**src/rtl/wave_sweep_ctrl.sv**
```systemverilog
// rtl/wave_sweep_ctrl.sv - frequency-sweep scheduler driving the waveform generator freq and resetn
module wave_sweep_ctrl #(
    parameter int FREQ_WIDTH  = 13,
    parameter int DWELL_WIDTH = 16,
    parameter int MAX_FREQ    = 4095,
    parameter int CNT_WIDTH   = 8
) (
    input  logic                   clock,
    input  logic                   reset,
    input  logic                   cfg_valid,
    output logic                   cfg_ready,
    input  logic [FREQ_WIDTH-1:0]  cfg_start_freq,
    input  logic [FREQ_WIDTH-1:0]  cfg_stop_freq,
    input  logic [FREQ_WIDTH-1:0]  cfg_step,
    input  logic [DWELL_WIDTH-1:0] cfg_dwell,
    input  logic [1:0]             cfg_mode,
    input  logic                   start,
    input  logic                   abort,
    output logic [FREQ_WIDTH-1:0]  freq,
    output logic                   gen_resetn,
    output logic                   busy,
    output logic                   done,
    output logic [CNT_WIDTH-1:0]   sweep_count
);

    localparam logic [FREQ_WIDTH-1:0] MAX_F = FREQ_WIDTH'(MAX_FREQ);

    typedef enum logic [2:0] {S_IDLE, S_ARM, S_DWELL, S_STEP, S_DONE} state_t;

    state_t                 state;
    logic                   cfg_loaded;
    logic [FREQ_WIDTH-1:0]  start_r, stop_r, step_r;
    logic [DWELL_WIDTH-1:0] dwell_r, dwell_cnt;
    logic [1:0]             mode_r;
    logic [FREQ_WIDTH-1:0]  origin, target;
    logic                   dir_up;
    logic                   arm_cnt;
    logic [FREQ_WIDTH-1:0]  next_freq, pp_freq;

    function automatic logic [FREQ_WIDTH-1:0] clamp_max(input logic [FREQ_WIDTH-1:0] v);
        return (v > MAX_F) ? MAX_F : v;
    endfunction

    // One step from f toward tgt, never passing it; the sum carries an extra bit so it cannot wrap.
    function automatic logic [FREQ_WIDTH-1:0] step_toward(
        input logic [FREQ_WIDTH-1:0] f,
        input logic [FREQ_WIDTH-1:0] tgt,
        input logic [FREQ_WIDTH-1:0] stp,
        input logic                  up
    );
        logic [FREQ_WIDTH:0] sum;
        sum = {1'b0, f} + {1'b0, stp};
        if (up)
            return (sum > {1'b0, tgt}) ? tgt : sum[FREQ_WIDTH-1:0];
        else
            return ((f < stp) || ((f - stp) < tgt)) ? tgt : (f - stp);
    endfunction

    assign next_freq = step_toward(freq, target, step_r, dir_up);
    assign pp_freq   = step_toward(freq, origin, step_r, !dir_up);

    always_ff @(posedge clock or posedge reset) begin
        if (reset) begin
            state       <= S_IDLE;
            cfg_loaded  <= 1'b0;
            cfg_ready   <= 1'b1;
            start_r     <= '0;
            stop_r      <= '0;
            step_r      <= '0;
            dwell_r     <= '0;
            mode_r      <= 2'b00;
            origin      <= '0;
            target      <= '0;
            dir_up      <= 1'b0;
            arm_cnt     <= 1'b0;
            dwell_cnt   <= '0;
            freq        <= '0;
            gen_resetn  <= 1'b0;
            busy        <= 1'b0;
            done        <= 1'b0;
            sweep_count <= '0;
        end else begin
            done <= 1'b0;
            if (cfg_valid && cfg_ready) begin
                start_r    <= clamp_max(cfg_start_freq);
                stop_r     <= clamp_max(cfg_stop_freq);
                step_r     <= (cfg_step == '0) ? FREQ_WIDTH'(1) : cfg_step;
                dwell_r    <= cfg_dwell;
                mode_r     <= (cfg_mode == 2'b11) ? 2'b00 : cfg_mode;
                cfg_loaded <= 1'b1;
            end
            if (abort) begin
                state      <= S_IDLE;
                freq       <= '0;
                gen_resetn <= 1'b0;
                busy       <= 1'b0;
                cfg_ready  <= 1'b1;
            end else begin
                case (state)
                    S_IDLE: begin
                        if (start && cfg_loaded) begin
                            state       <= S_ARM;
                            freq        <= start_r;
                            sweep_count <= '0;
                            gen_resetn  <= 1'b0;
                            busy        <= 1'b1;
                            cfg_ready   <= 1'b0;
                            arm_cnt     <= 1'b0;
                            origin      <= start_r;
                            target      <= stop_r;
                            dir_up      <= (start_r <= stop_r);
                        end
                    end
                    S_ARM: begin
                        if (arm_cnt) begin
                            state      <= S_DWELL;
                            gen_resetn <= 1'b1;
                            dwell_cnt  <= '0;
                        end else begin
                            arm_cnt <= 1'b1;
                        end
                    end
                    S_DWELL: begin
                        if (dwell_cnt == dwell_r)
                            state <= S_STEP;
                        else
                            dwell_cnt <= dwell_cnt + DWELL_WIDTH'(1);
                    end
                    S_STEP: begin
                        dwell_cnt <= '0;
                        if (freq != target) begin
                            freq  <= next_freq;
                            state <= S_DWELL;
                        end else begin
                            case (mode_r)
                                2'b01: begin
                                    freq        <= start_r;
                                    sweep_count <= sweep_count + CNT_WIDTH'(1);
                                    state       <= S_DWELL;
                                end
                                2'b10: begin
                                    origin      <= target;
                                    target      <= origin;
                                    dir_up      <= !dir_up;
                                    freq        <= pp_freq;
                                    sweep_count <= sweep_count + CNT_WIDTH'(1);
                                    state       <= S_DWELL;
                                end
                                default: begin
                                    state <= S_DONE;
                                    busy  <= 1'b0;
                                    done  <= 1'b1;
                                end
                            endcase
                        end
                    end
                    S_DONE: begin
                        state     <= S_IDLE;
                        cfg_ready <= 1'b1;
                    end
                    default: state <= S_IDLE;
                endcase
            end
        end
    end

endmodule

```
**config.mk**
```make
export PLATFORM = sky130hd
export DESIGN_NAME = wave_sweep_ctrl
export DESIGN_NICKNAME = d
export VERILOG_FILES = /design/src/rtl/wave_sweep_ctrl.sv
export SDC_FILE = /design/constraint.sdc
export NUM_CORES = 1
export LEC_CHECK = 0
export ABC_AREA = 1
export BUFFER_PORTS_ARGS = -buffer_cell sky130_fd_sc_hd__clkbuf_2
export CORE_UTILIZATION = 39
export CTS_CLUSTER_DIAMETER = 30
export CTS_CLUSTER_SIZE = 14
export DETAILED_ROUTE_END_ITERATION = 6
export GPL_TIMING_DRIVEN = 1
export SYNTH_ARGS = -nofsm -noshare
export SYNTH_HDL_FRONTEND = slang
export SYNTH_SLANG_ARGS = --single-unit
```
**constraint.sdc**
```tcl
create_clock -name clock -period 3.9 [get_ports clock]
set_input_delay 0.39 -clock clock [delete_from_list [all_inputs] [get_ports clock]]
set_output_delay 0.39 -clock clock [all_outputs]
set_load 0.05 [all_outputs]
```
==> results of run 1 <==
-- power breakdown --
part	switching [mW]	internal (mW)	total [mW]	leakage [nW]
combinational	4.67	2.72	7.39	4.23
sequential	0.433	1.70	2.14	1.64
clock	0.663	0.958	1.62	0.265
total	5.77	5.38	11.1	6.13
-- sequential cells by signal (all words and copies together) (netlist names), 2 cells and up --
name	flops
dwell_cnt	16
dwell_r	16
freq	13
mode_r	2
origin	13
start_r	13
state	3
step_r	13
stop_r	13
sweep_count	8
target	13
-- layout make-up --
class	instances	area, um2
Clock inverter	11	129
Fill cell	2561	13200
Timing Repair Buffer	162	1030
Multi-Input combinational cell	1064	6260
Clock buffer	20	447
Inverter	180	686
Sequential cell	130	3260
Tap cell	330	413
-- timing repair --
action / 4_1_cts / 5_1_grt
cloned: 0 / 1
hold buffers: 0 / 0
buffers inserted: 4 / 9
endpoints found under the setup margin: 11 / 13
pin swaps: 1 / 23
gates resized for setup: 6 / 76
-- cells in the final DEF, fill, tap and decap left out, types with 13 or more instances in the layout --
cell type	count
nand2_1	365
inv_1	164
o21ai_0	135
dfrtp_1	128
nand3_1	105
clkbuf_2	86
a21oi_1	85
ha_1	83
buf_4	69
nor2_1	63
xor2_1	39
o211ai_1	19
nor3_1	17
clkbuf_16	17
o21ai_1	15
nand4_1	14
nor4_1	13
-- worst max-delay path: cells and delay by family (launching register included) --
family	cells	cell delay, ns
flip-flops	1	0.36
AO/OA/AOI/OAI	2	0.30
XOR/XNOR	1	0.18
buffers and inverters	5	0.58
adder cells (fa/ha/maj)	3	0.83
AND/OR/NAND/NOR	14	1.42
-- per-stage QoR --
stage	instance area (um2)	TNS [ns]	setup WS [ns]	std cells
finish	12200	0	0.172	1897
global route	12200	-0.0339	-0.0136	1897
CTS	11800	0	0.0562	1887
detailed placement	11200	-1.33	-0.213	1852
global placement	11200	-1.25	-0.241	1852
floorplan	10200	0	0.00366	1425
-- kinds of logic (layout without fill, tap and decap cells) --
| logic type | after synthesis | in the layout | share of synthesized area |
|---|---|---|---|
| buffers and inverters | 232 | 373 | 0.0930 |
| AO/OA/AOI/OAI | 293 | 293 | 0.159 |
| flip-flops | 130 | 130 | 0.320 |
| adder cells (fa/ha/maj) | 94 | 94 | 0.117 |
| XOR/XNOR | 52 | 52 | 0.0448 |
| AND/OR/NAND/NOR | 624 | 625 | 0.265 |
-- per-layer routing --
metal	routed length (um)	up-vias
met4	1280	0
li1	-	4969
met1	15500	4738
met5	0	-
met2	15600	347
met3	1970	76
-- worst paths after layout --
kind                            slack [ns]  depth (start not counted)         end
worst min-delay path                  0.09                          2  start_r[2]
worst min register to register        0.47                          1  cfg_loaded
max in group asynchronous             2.88                          3    freq[11]
worst max register to register        0.17                         25     freq[4]
worst max-delay path                  0.17                         25     freq[4]
min in group clock                    0.15                          3  dwell_r[5]
==> summary.md, run 1 <==
| Metric | Value |
|---|---|
| P_leak | 6.13 nW |
| Layout cells sized above 1 | 0.179 |
| Chip height | 163 um |
| Via count | 10.1k |
| Top post-synthesis cells by area | dfrtp_1 (32%), nand2_1 (14%), ha_1 (11%), o21ai_0 (7.0%), inv_1 (6.3%) |
| Total wire length | 34300 um |
| Placer Congestion | 0.952 |
| Post-synth top area cell | dfrtp_1 |
| End-of-flow core utilization | 0.481 |
| Post-synth EDFFs | 0 |
| CP Class | reg -> reg |
| CTS Buffer Depth | 2 |
| Ys Warns | 0 |
| Max cap viols | 0 |
| Setup crit start kind | flop |
| Diodes inserted | 0 |
| Die X-Extent | 163 um |
| Met3 GRT Util | 0.0350 |
| Min Tclk post-route | 3.73 ns |
| Clk_skew | 0.00705 ns |
| Synth Area per Inst | 7.13 um2 |
| PortBufs | 86 |
| Most common cell on crit path | nand2_1 |
| Final #Nets | 1711 |
| Register area share after synthesis | 0.320 |
| CP startpoint | freq[0] |
| PnR Total Power | 11.1 mW |
| Clock insertion delay at the later pin of the skew report | 0.43 ns |
| Pre-antenna DRT Iters | 7 |
| Num CTS Buffers | 17 |
| FP Rows | 58 |
| Gr usage total | 0.264 |
| Post-route DRC | 0 |
| Fmax achieved | 268 MHz |
| Area share of the largest cell type after synthesis | 0.318 |
| CP max-delay cell | fa_2 |
| Slew @ Worst Pin | 1.06 ns |
| Largest stage delay, worst path | 0.39 ns |
| First-pass GRT wire length | 53400 um |
| Grt met1 use | 0.355 |
| Pwr/cell area | 913 nW/um2 |
| Hold slack | 0.0937 ns |
| Die Area | 26700 um2 |
| Status | finished clean |
| Layout area overhead | 20.3% |
| Cell area after synthesis | 10200 um2 |
| Reg2reg start | freq[0] |
| Most frequent cell after synthesis | nand2_1 |
| CTS HTree Levels | 4 |
| Vias per cell | 5.34 |
| Initial core utilization | 0.400 |
| Library cells used by synthesis | 54 |
| Sink Count | 130 |
| Antenna-violating nets left | 0 |
| Per-cell routed wire length | 18.1 um |
| Total gr overflow | 0 |
| Crit path DAT | 4.09 ns |
| Hold Vio Cnt, Final | 0 |
| Critical-path maximum fanout | 7 |
| Initial antenna violation count | 0 |
| Largest net degree at the start of global routing | 82 |
| Most used DFF post-synth | dfrtp_1 |
| Hold Path Class | in -> async |
| Final period util | 0.956 |
| Max-slew headroom | 0.295 |
| Gr busiest metal | met2 |
| CP required | 4.26 ns |
| Asr flop ratio synth | 1.00 |
| Max Transition Viols Final | 0 |
| Vias in the first global route | 9600 |
| Core area | 25400 um2 |
| Reg clk slew, reported paths | 0.06 ns |
| Ports | 87 |
| 1st-iter DRT viols | 809 |
| Gate Count Post-Synth | 1425 |
| DP HPWL | 26500 um |
| Seq cells post-synth | 130 |
| Max IR drop VDD | 0.381 mV |
| TritonCTS clock tree | built |
| Commonest cells in the synthesized netlist | nand2_1 (376), inv_1 (171), o21ai_0 (143), dfrtp_1 (129), nand3_1 (108) |
| CTS root buf | clkbuf_16 |
| Final setup viols | 0 |
| Critical Path End Type | flop |
| Mapped Nets | 1581 |
| Met2 usage | 0.422 |
Note: power is estimated with default switching activity, not from simulation.
==> run 2, diff against run 1 <==
--- a/config.mk
+++ b/config.mk
@@ -5,7 +5,7 @@
 export SDC_FILE = /design/constraint.sdc
 export NUM_CORES = 1
 export LEC_CHECK = 0
-export ABC_AREA = 1
+export ABC_AREA = 0
 export BUFFER_PORTS_ARGS = -buffer_cell sky130_fd_sc_hd__clkbuf_2
 export CORE_UTILIZATION = 39
 export CTS_CLUSTER_DIAMETER = 30
==> summary.md, run 2 <==
| Metric | Value |
|---|---|
| Reg2Reg Depth | 18 (was 25) |
| Cell family with most CP delay | compound AO/OA/AOI/OAI gates (was simple AND/OR/NAND/NOR gates) |
| Gr usage total | 0.261 (was 0.264) |
| 1st-iter DRT viols | 754 (was 809) |
| Diodes inserted | 0 (unchanged) |
| CTS root buf | clkbuf_16 (unchanged) |
| Initial core utilization | 0.402 (was 0.400) |
| Dpl cells | 1619 (was 1852) |
| Area share of the largest cell type after synthesis | 0.328 (was 0.318) |
| Setup crit start kind | flop (unchanged) |
| Failing checks | setup timing |
| CP required | 4.24 ns (was 4.26 ns) |
| Final #Nets | 1489 (was 1711) |
| Final worst slack | -0.263 ns (was 0.172 ns) |
| Layout cells sized above 1 | 0.290 (was 0.179) |
| Library cells used by synthesis | 80 (was 54) |
| Cell area after synthesis | 9850 um2 (was 10200 um2) |
| PortBufs | 86 (unchanged) |
| Max Transition Viols Final | 0 (unchanged) |
| Most frequent cell after synthesis | dfrtp_1 (was nand2_1) |
| CTS Buffer Depth | 2 (unchanged) |
| Fmax achieved | 240 MHz (was 268 MHz) |
| Vias per cell | 5.65 (was 5.34) |
| Pwr/cell area | 713 nW/um2 (was 913 nW/um2) |
| CP max-delay cell | or4b_4 (was fa_2) |
| Status | finished with violations (was finished clean) |
| FF-to-FF End | freq[6] (was freq[4]) |
| Antenna-violating nets left | 0 (unchanged) |
| Most common cell on crit path | buf_4 (was nand2_1) |
| Pre-antenna DRT Iters | 6 (was 7) |
| Min Tclk post-route | 4.16 ns (was 3.73 ns) |
| Hold slack | 0.0452 ns (was 0.0937 ns) |
| Max IR drop VDD | 0.348 mV (was 0.381 mV) |
| Synth Area per Inst | 8.75 um2 (was 7.13 um2) |
| CP Depth | 18 (was 25) |
| Storage element area | 3260 um2 (about the same) |
| Reg clk slew, reported paths | 0.07 ns (was 0.06 ns) |
| Vias in the first global route | 9167 (was 9600) |
| Final setup viols | 13 (was 0) |
| Commonest non-fill, non-tap cell in the layout | buf_4 (was nand2_1) |
| Post-route DRC | 0 (unchanged) |
| P_leak | 5.82 nW (was 6.13 nW) |
| Clock insertion delay at the later pin of the skew report | 0.43 ns (about the same) |
| Post-CTS Hold Fix Bufs | 0 (unchanged) |
| Post-synth EDFFs | 0 (unchanged) |
| WP buf/inv | 3 (was 5) |
| Ports | 87 (unchanged) |
| Per-cell routed wire length | 19.9 um (was 18.1 um) |
| Reg2reg start | step_r[1] (was freq[0]) |
| Hold Vio Cnt, Final | 0 (unchanged) |
| Total gr overflow | 0 (unchanged) |
| Total wire length | 33200 um (was 34300 um) |
| Slew @ Worst Pin | 1.20 ns (was 1.06 ns) |
| Top flop regs | dwell_cnt (16), dwell_r (16) (unchanged) |
| Initial antenna violation count | 0 (unchanged) |
| Critical-path maximum fanout | 8 (was 7) |
| CP startpoint | step_r[1] (was freq[0]) |
| Fillers | 2319 (was 2561) |
| Commonest cells in the synthesized netlist | dfrtp_1 (129), nor2_1 (98), ha_1 (92), a21oi_1 (89), inv_1 (83) (was nand2_1 (376), inv_1 (171), o21ai_0 (143), dfrtp_1 (129), nand3_1 (108)) |
| Sink Count | 130 (unchanged) |
| R2r setup slk | -0.26 ns (was 0.17 ns) |
| Via count | 9436 (was 10.1k) |
| Chip height | 161 um (was 163 um) |
| Max-slew headroom | 0.199 (was 0.295) |
| Core area | 24500 um2 (was 25400 um2) |
| Largest net degree at the start of global routing | 101 (was 82) |
| Largest stage delay, worst path | 0.50 ns (was 0.39 ns) |
| CTS HTree Levels | 4 (unchanged) |
| Final period util | 1.07 (was 0.956) |
| DP HPWL | 25300 um (was 26500 um) |
| End-of-flow core utilization | 0.518 (was 0.481) |
| Top post-synthesis cells by area | dfrtp_1 (33%), ha_1 (12%), a21oi_1 (4.5%), xnor2_1 (4.1%), mux2i_1 (3.8%) (was dfrtp_1 (32%), nand2_1 (14%), ha_1 (11%), o21ai_0 (7.0%), inv_1 (6.3%)) |
| Register area share after synthesis | 0.330 (was 0.320) |
| Seq cells post-synth | 130 (unchanged) |
| FP Rows | 57 (was 58) |
| CP Cell Sequence | buf_4 > buf_4 > buf_4 > fa_2 > nor2b_2 > o31a_1 > o22ai_2 > or4b_4 > o311ai_4 > ha_1 > a21o_1 > a211o_1 > a211o_1 > o21a_4 > a21oi_1 > a21oi_1 > a221o_1 > o21ai_1 |
| TritonCTS clock tree | built (unchanged) |
| Max cap viols | 0 (unchanged) |
| Crit path DAT | 4.50 ns (was 4.09 ns) |
| First-pass GRT wire length | 51800 um (was 53400 um) |
| Num CTS Buffers | 17 (unchanged) |
| CP Class | reg -> reg (unchanged) |
| Setup repair after global routing missed its margin | yes |
| Finished Layout Cells | 1670 (was 1897) |
| PnR Total Power | 9.06 mW (was 11.1 mW) |
| Ys Warns | 0 (unchanged) |
| Layout area overhead | 29.0% (was 20.3%) |
| Hold Path Class | in -> async (unchanged) |
| Critical Path End Type | flop (unchanged) |
| Gate Count Post-Synth | 1126 (was 1425) |
| Most frequent cells in the layout | buf_4 (141), dfrtp_1 (122), nor2_1 (94) (was nand2_1 (365), inv_1 (164), o21ai_0 (135)) |
| Die Area | 25900 um2 (was 26700 um2) |
| Mapped Nets | 1282 (was 1581) |
| Multi-input logic area | 6490 um2 (was 6260 um2) |
| Post-synth top area cell | dfrtp_1 (unchanged) |
| Placer Congestion | 0.967 (was 0.952) |
| Clk_skew | 0.0137 ns (was 0.00705 ns) |
| Asr flop ratio synth | 1.00 (unchanged) |
| Die X-Extent | 161 um (was 163 um) |
| Most used DFF post-synth | dfrtp_1 (unchanged) |
==> run 2: cell types whose count changed after synthesis, moves of 19 or more <==
cell	previous run	this run
mux2i_1	0	37
xor2_1	46	13
o21ai_0	143	67
nor2_1	69	98
mux2_2	0	30
a211oi_1	1	25
nand2_1	376	70
nand3_1	108	30
inv_1	171	83
xnor2_1	6	46
nor3_1	18	37
==> run 2: power by group <==
part	total (mW)	leakage [nW]	switching [mW]	internal (mW)
clock network	1.59	0.272	0.744	0.847
logic	5.43	3.99	2.96	2.47
registers	2.05	1.57	0.417	1.63
total	9.06	5.82	4.12	4.94
==> run 2: cells by family (layout without fill, tap and decap cells) <==
kind of cell	after synthesis	in the layout	synth area share
buf+inv	134	354	0.0540
flops	130	130	0.330
xor+xnor	59	59	0.0524
fa+ha+maj	94	94	0.121
simple gates	329	329	0.162
mux	67	67	0.0719
compound gates	313	313	0.208
==> run 2: stage by stage <==
| step | TNS [ns] | setup WS, ns | area, um2 |
|---|---|---|---|
| after global routing | -4.55 | -0.398 | 12700 |
| after detailed placement | -3.60 | -0.336 | 11600 |
| final | -2.65 | -0.263 | 12700 |
| after floorplan | -2.14 | -0.226 | 9970 |
| after global placement | -3.01 | -0.318 | 11600 |
| after CTS | -3.17 | -0.281 | 12500 |
==> run 2: worst reg2reg max path: stages, from the launching register on <==
cell	delay, ns
dfrtp_1	0.36
buf_4	0.12
buf_4	0.10
buf_4	0.10
fa_2	0.21
nor2b_2	0.05
o31a_1	0.28
o22ai_2	0.20
or4b_4	0.50
o311ai_4	0.11
ha_1	0.29
a21o_1	0.16
a211o_1	0.30
a211o_1	0.29
o21a_4	0.26
a21oi_1	0.18
a21oi_1	0.07
a221o_1	0.34
o21ai_1	0.15
==> run 2: worst max path at each step <==
stage	end	slack [ns]
floorplan	freq[5]	-0.23
global placement	freq[0]	-0.32
detailed placement	freq[0]	-0.34
CTS	freq[0]	-0.28
global route	freq[1]	-0.40
finish	freq[6]	-0.26
==> run 2: repair_timing <==
action / 4_1_cts / 5_1_grt
resized for setup: 38 / 39
pin swaps: 42 / 29
buffers inserted: 15 / 5
cloned: 0 / 1
setup endpoints to repair: 13 / 13
==> run 2: routing by layer <==
| layer | global-route usage | wire length (um) | vias to the layer above |
|---|---|---|---|
| li1 | - | - | 4500 |
| met1 | 0.356 | 14900 | 4548 |
| met2 | 0.410 | 15300 | 327 |
| met3 | 0.0524 | 2170 | 61 |
| met4 | 0.0862 | 875 | 0 |
| met5 | 0 | 0 | - |
==> run 2: final cells by class <==
| class | instances | share of cell area |
|---|---|---|
| timing repair buffer | 239 | 0.131 |
| clock buffer | 17 | 0.0335 |
| tap | 324 | 0.0319 |
| clock inverter | 15 | 0.0111 |
| inverter | 83 | 0.0250 |
| multi-input combinational | 862 | 0.511 |
| sequential | 130 | 0.257 |
==> run 3, diff against run 2 <==
==> constraint.sdc (replaced) <==
create_clock -name clock -period 4.8 [get_ports clock]
set_input_delay 0.48 -clock clock [delete_from_list [all_inputs] [get_ports clock]]
set_output_delay 0.48 -clock clock [all_outputs]
set_load 0.05 [all_outputs]
==> summary.md, run 3 (synthesis results as in run 2) <==
| Metric | Value |
|---|---|
| Status | finished with violations (unchanged) |
| Failing checks | DRC (was setup timing) |
| CP startpoint | freq[0] (was step_r[1]) |
| Most frequent cells in the layout | dfrtp_1 (129), nor2_1 (96), ha_1 (92) (was buf_4 (141), dfrtp_1 (122), nor2_1 (94)) |
| Critical-path maximum fanout | 6 (was 8) |
| Gr usage total | 0.250 (was 0.261) |
| 1st-iter DRT viols | 960 (was 754) |
| FF-to-FF End | freq[0] (was freq[6]) |
| Setup TNS | 0 ns (was -2.65 ns) |
| Largest stage delay, worst path | 0.41 ns (was 0.50 ns) |
| CTS HTree Levels | 4 (unchanged) |
| Met3 GRT Util | 0.0457 (was 0.0524) |
| Largest net degree at the start of global routing | 112 (was 101) |
| Antenna-violating nets left | 0 (unchanged) |
| Vias in the first global route | 8845 (was 9167) |
| Total wire length | 32100 um (was 33200 um) |
| Layout cells sized above 1 | 0.182 (was 0.290) |
| Num CTS Buffers | 17 (unchanged) |
| Max-slew headroom | 0.319 (was 0.199) |
| Design Area, Final | 11500 um2 (was 12700 um2) |
| Per-cell routed wire length | 20.5 um (was 19.9 um) |
| Finished Layout Cells | 1568 (was 1670) |
| Crit path DAT | 4.96 ns (was 4.50 ns) |
| PortBufs | 86 (unchanged) |
| Cell family with most CP delay | compound AO/OA/AOI/OAI gates (unchanged) |
| R2r setup slk | 0.15 ns (was -0.26 ns) |
| Max Transition Viols Final | 0 (unchanged) |
| Reg2Reg Depth | 19 (was 18) |
| Max IR drop VDD | 0.278 mV (was 0.348 mV) |
| Pre-antenna DRT Iters | 7 (was 6) |
| Hold Vio Cnt, Final | 0 (unchanged) |
| WP buf/inv | 3 (unchanged) |
| Met2 usage | 0.370 (was 0.410) |
| Critical Path End Type | flop (unchanged) |
| Chip height | 161 um (unchanged) |
| Die Area | 25900 um2 (unchanged) |
| Gr busiest metal | met2 (unchanged) |
| Final period util | 0.969 (was 1.07) |
| CP Cell Sequence | buf_4 > ha_1 > inv_1 > fa_1 > or2_2 > a211o_1 > a21oi_4 > nor3_1 > or3b_4 > ha_1 > nand3_1 > nor2_2 > o31ai_1 > a32oi_2 > a31oi_2 > buf_4 > mux2i_1 > o211ai_1 > a32o_1 (was buf_4 > buf_4 > buf_4 > fa_2 > nor2b_2 > o31a_1 > o22ai_2 > or4b_4 > o311ai_4 > ha_1 > a21o_1 > a211o_1 > a211o_1 > o21a_4 > a21oi_1 > a21oi_1 > a221o_1 > o21ai_1) |
| Slew @ Worst Pin | 1.02 ns (was 1.20 ns) |
| Sink Count | 130 (unchanged) |
| Final #Nets | 1387 (was 1489) |
| Pwr/cell area | 568 nW/um2 (was 713 nW/um2) |
| FP Rows | 57 (unchanged) |
| Reg2reg start | freq[0] (was step_r[1]) |
| Setup crit start kind | flop (unchanged) |
| Final setup viols | 0 (was 13) |
| End-of-flow core utilization | 0.469 (was 0.518) |
| Ports | 87 (unchanged) |
| Initial antenna violation count | 0 (unchanged) |
| TritonCTS clock tree | built (unchanged) |
| Core area | 24500 um2 (unchanged) |
| Total gr overflow | 0 (unchanged) |
| Min Tclk post-route | 4.65 ns (was 4.16 ns) |
| Die X-Extent | 161 um (unchanged) |
| Diodes inserted | 0 (unchanged) |
| Via count | 9231 (was 9436) |
| CTS root buf | clkbuf_16 (unchanged) |
| Placer Congestion | 1.00 (was 0.967) |
| Clk_skew | 0.0125 ns (was 0.0137 ns) |
| Commonest non-fill, non-tap cell in the layout | dfrtp_1 (was buf_4) |
| Layout area overhead | 16.8% (was 29.0%) |
| Post-route DRC | 2 (was 0) |
| Hold slack | 0.274 ns (was 0.0452 ns) |
| Post-CTS Hold Fix Bufs | 0 (unchanged) |
| CP Class | reg -> reg (unchanged) |
| Max cap viols | 0 (unchanged) |
| CP max-delay cell | or3b_4 (was or4b_4) |
| First-pass GRT wire length | 49700 um (was 51800 um) |
| CTS Buffer Depth | 2 (unchanged) |
| P_leak | 5.25 nW (was 5.82 nW) |
| Top flop regs | dwell_cnt (16), dwell_r (16) (unchanged) |
| Fillers | 2469 (was 2319) |
| CP required | 5.11 ns (was 4.24 ns) |
| Vias per cell | 5.89 (was 5.65) |
| Critical path destination | freq[0] (was freq[6]) |
| Multi-input logic area | 6150 um2 (was 6490 um2) |
| Initial core utilization | 0.402 (unchanged) |
| CP Depth | 19 (was 18) |
| Hold Path Class | in -> reg (was in -> async) |
| Clock insertion delay at the later pin of the skew report | 0.43 ns (about the same) |
| Storage element area | 3250 um2 (was 3260 um2) |
| Placed instance area | 10800 um2 (was 11600 um2) |
| Grt met1 use | 0.353 (was 0.356) |
| Dpl cells | 1531 (was 1619) |
| Fmax achieved | 215 MHz (was 240 MHz) |
| DP HPWL | 24600 um (was 25300 um) |
| Reg clk slew, reported paths | 0.07 ns (about the same) |
-- run 3: changes by cell type in the layout (fill, tap and decap cells not counted), moves of 4 or more --
| cell | before | now |
|---|---|---|
| ha_1 | 81 | 92 |
| buf_4 | 141 | 49 |
| dfrtp_2 | 7 | 0 |
| a21oi_1 | 80 | 87 |
| inv_2 | 4 | 0 |
| a21oi_2 | 8 | 1 |
| inv_1 | 77 | 82 |
| o21ai_0 | 63 | 67 |
| ha_4 | 9 | 0 |
| dfrtp_1 | 122 | 129 |
| buf_6 | 8 | 0 |
-- run 3: stage by stage --
step           power (mW)  setup WS [ns]
2_1_floorplan        3.87          0.277
3_3_place_gp         4.97         0.0112
3_5_place_dp         5.01       -0.00647
4_1_cts              6.30         0.0559
5_1_grt              6.94        -0.0108
6_report             6.54          0.151
-- run 3: worst min path at each step --
stage | slack (ns) | endpoint | from | cells after the start
3_3_place_gp | 0.47 | mode_r[1] | mode_r[1] | 2
4_1_cts | 0.26 | dwell_r[1] | cfg_dwell[1] | 2
2_1_floorplan | 0.45 | mode_r[0] | mode_r[0] | 2
5_1_grt | 0.27 | dwell_r[1] | cfg_dwell[1] | 2
3_5_place_dp | 0.48 | mode_r[0] | mode_r[0] | 2
6_report | 0.27 | dwell_r[1] | cfg_dwell[1] | 2
-- run 3: per-layer routing --
| metal | vias up | part of all wire |
|---|---|---|
| met5 | - | 0 |
| li1 | 4322 | - |
| met4 | 0 | 0.038 |
| met1 | 4389 | 0.45 |
| met2 | 440 | 0.43 |
| met3 | 80 | 0.078 |
-- run 3: area by class of cell --
cell class / instances / area share
Clock buffer: 19 / 0.0394
Clock inverter: 13 / 0.00989
Inverter: 83 / 0.0275
Multi-Input combinational cell: 863 / 0.534
Sequential cell: 130 / 0.283
Tap cell: 324 / 0.0352
Timing Repair Buffer: 136 / 0.0711
-- run 3: repair_timing --
item                                    4_1_cts  5_1_grt
endpoints found under the setup margin        2       12
gates cloned                                  0        1
setup buffers                                 0        4
pin swaps                                     0        2
gates resized for setup                       2       10
-- run 3: power breakdown --
group	total (mW)	switching, mW	internal [mW]	leakage, nW
Clock	1.28	0.572	0.705	0.268
Combinational	3.61	2.17	1.44	3.40
Sequential	1.65	0.330	1.32	1.58
Total	6.54	3.07	3.47	5.25
-- run 3: worst reg2reg max path: stages, from the launching register on --
cell	delay (ns)
dfrtp_1	0.35
buf_4	0.16
ha_1	0.18
inv_1	0.06
fa_1	0.40
or2_2	0.33
a211o_1	0.35
a21oi_4	0.20
nor3_1	0.07
or3b_4	0.41
ha_1	0.31
nand3_1	0.15
nor2_2	0.19
o31ai_1	0.13
a32oi_2	0.29
a31oi_2	0.11
buf_4	0.25
mux2i_1	0.17
o211ai_1	0.12
a32o_1	0.31
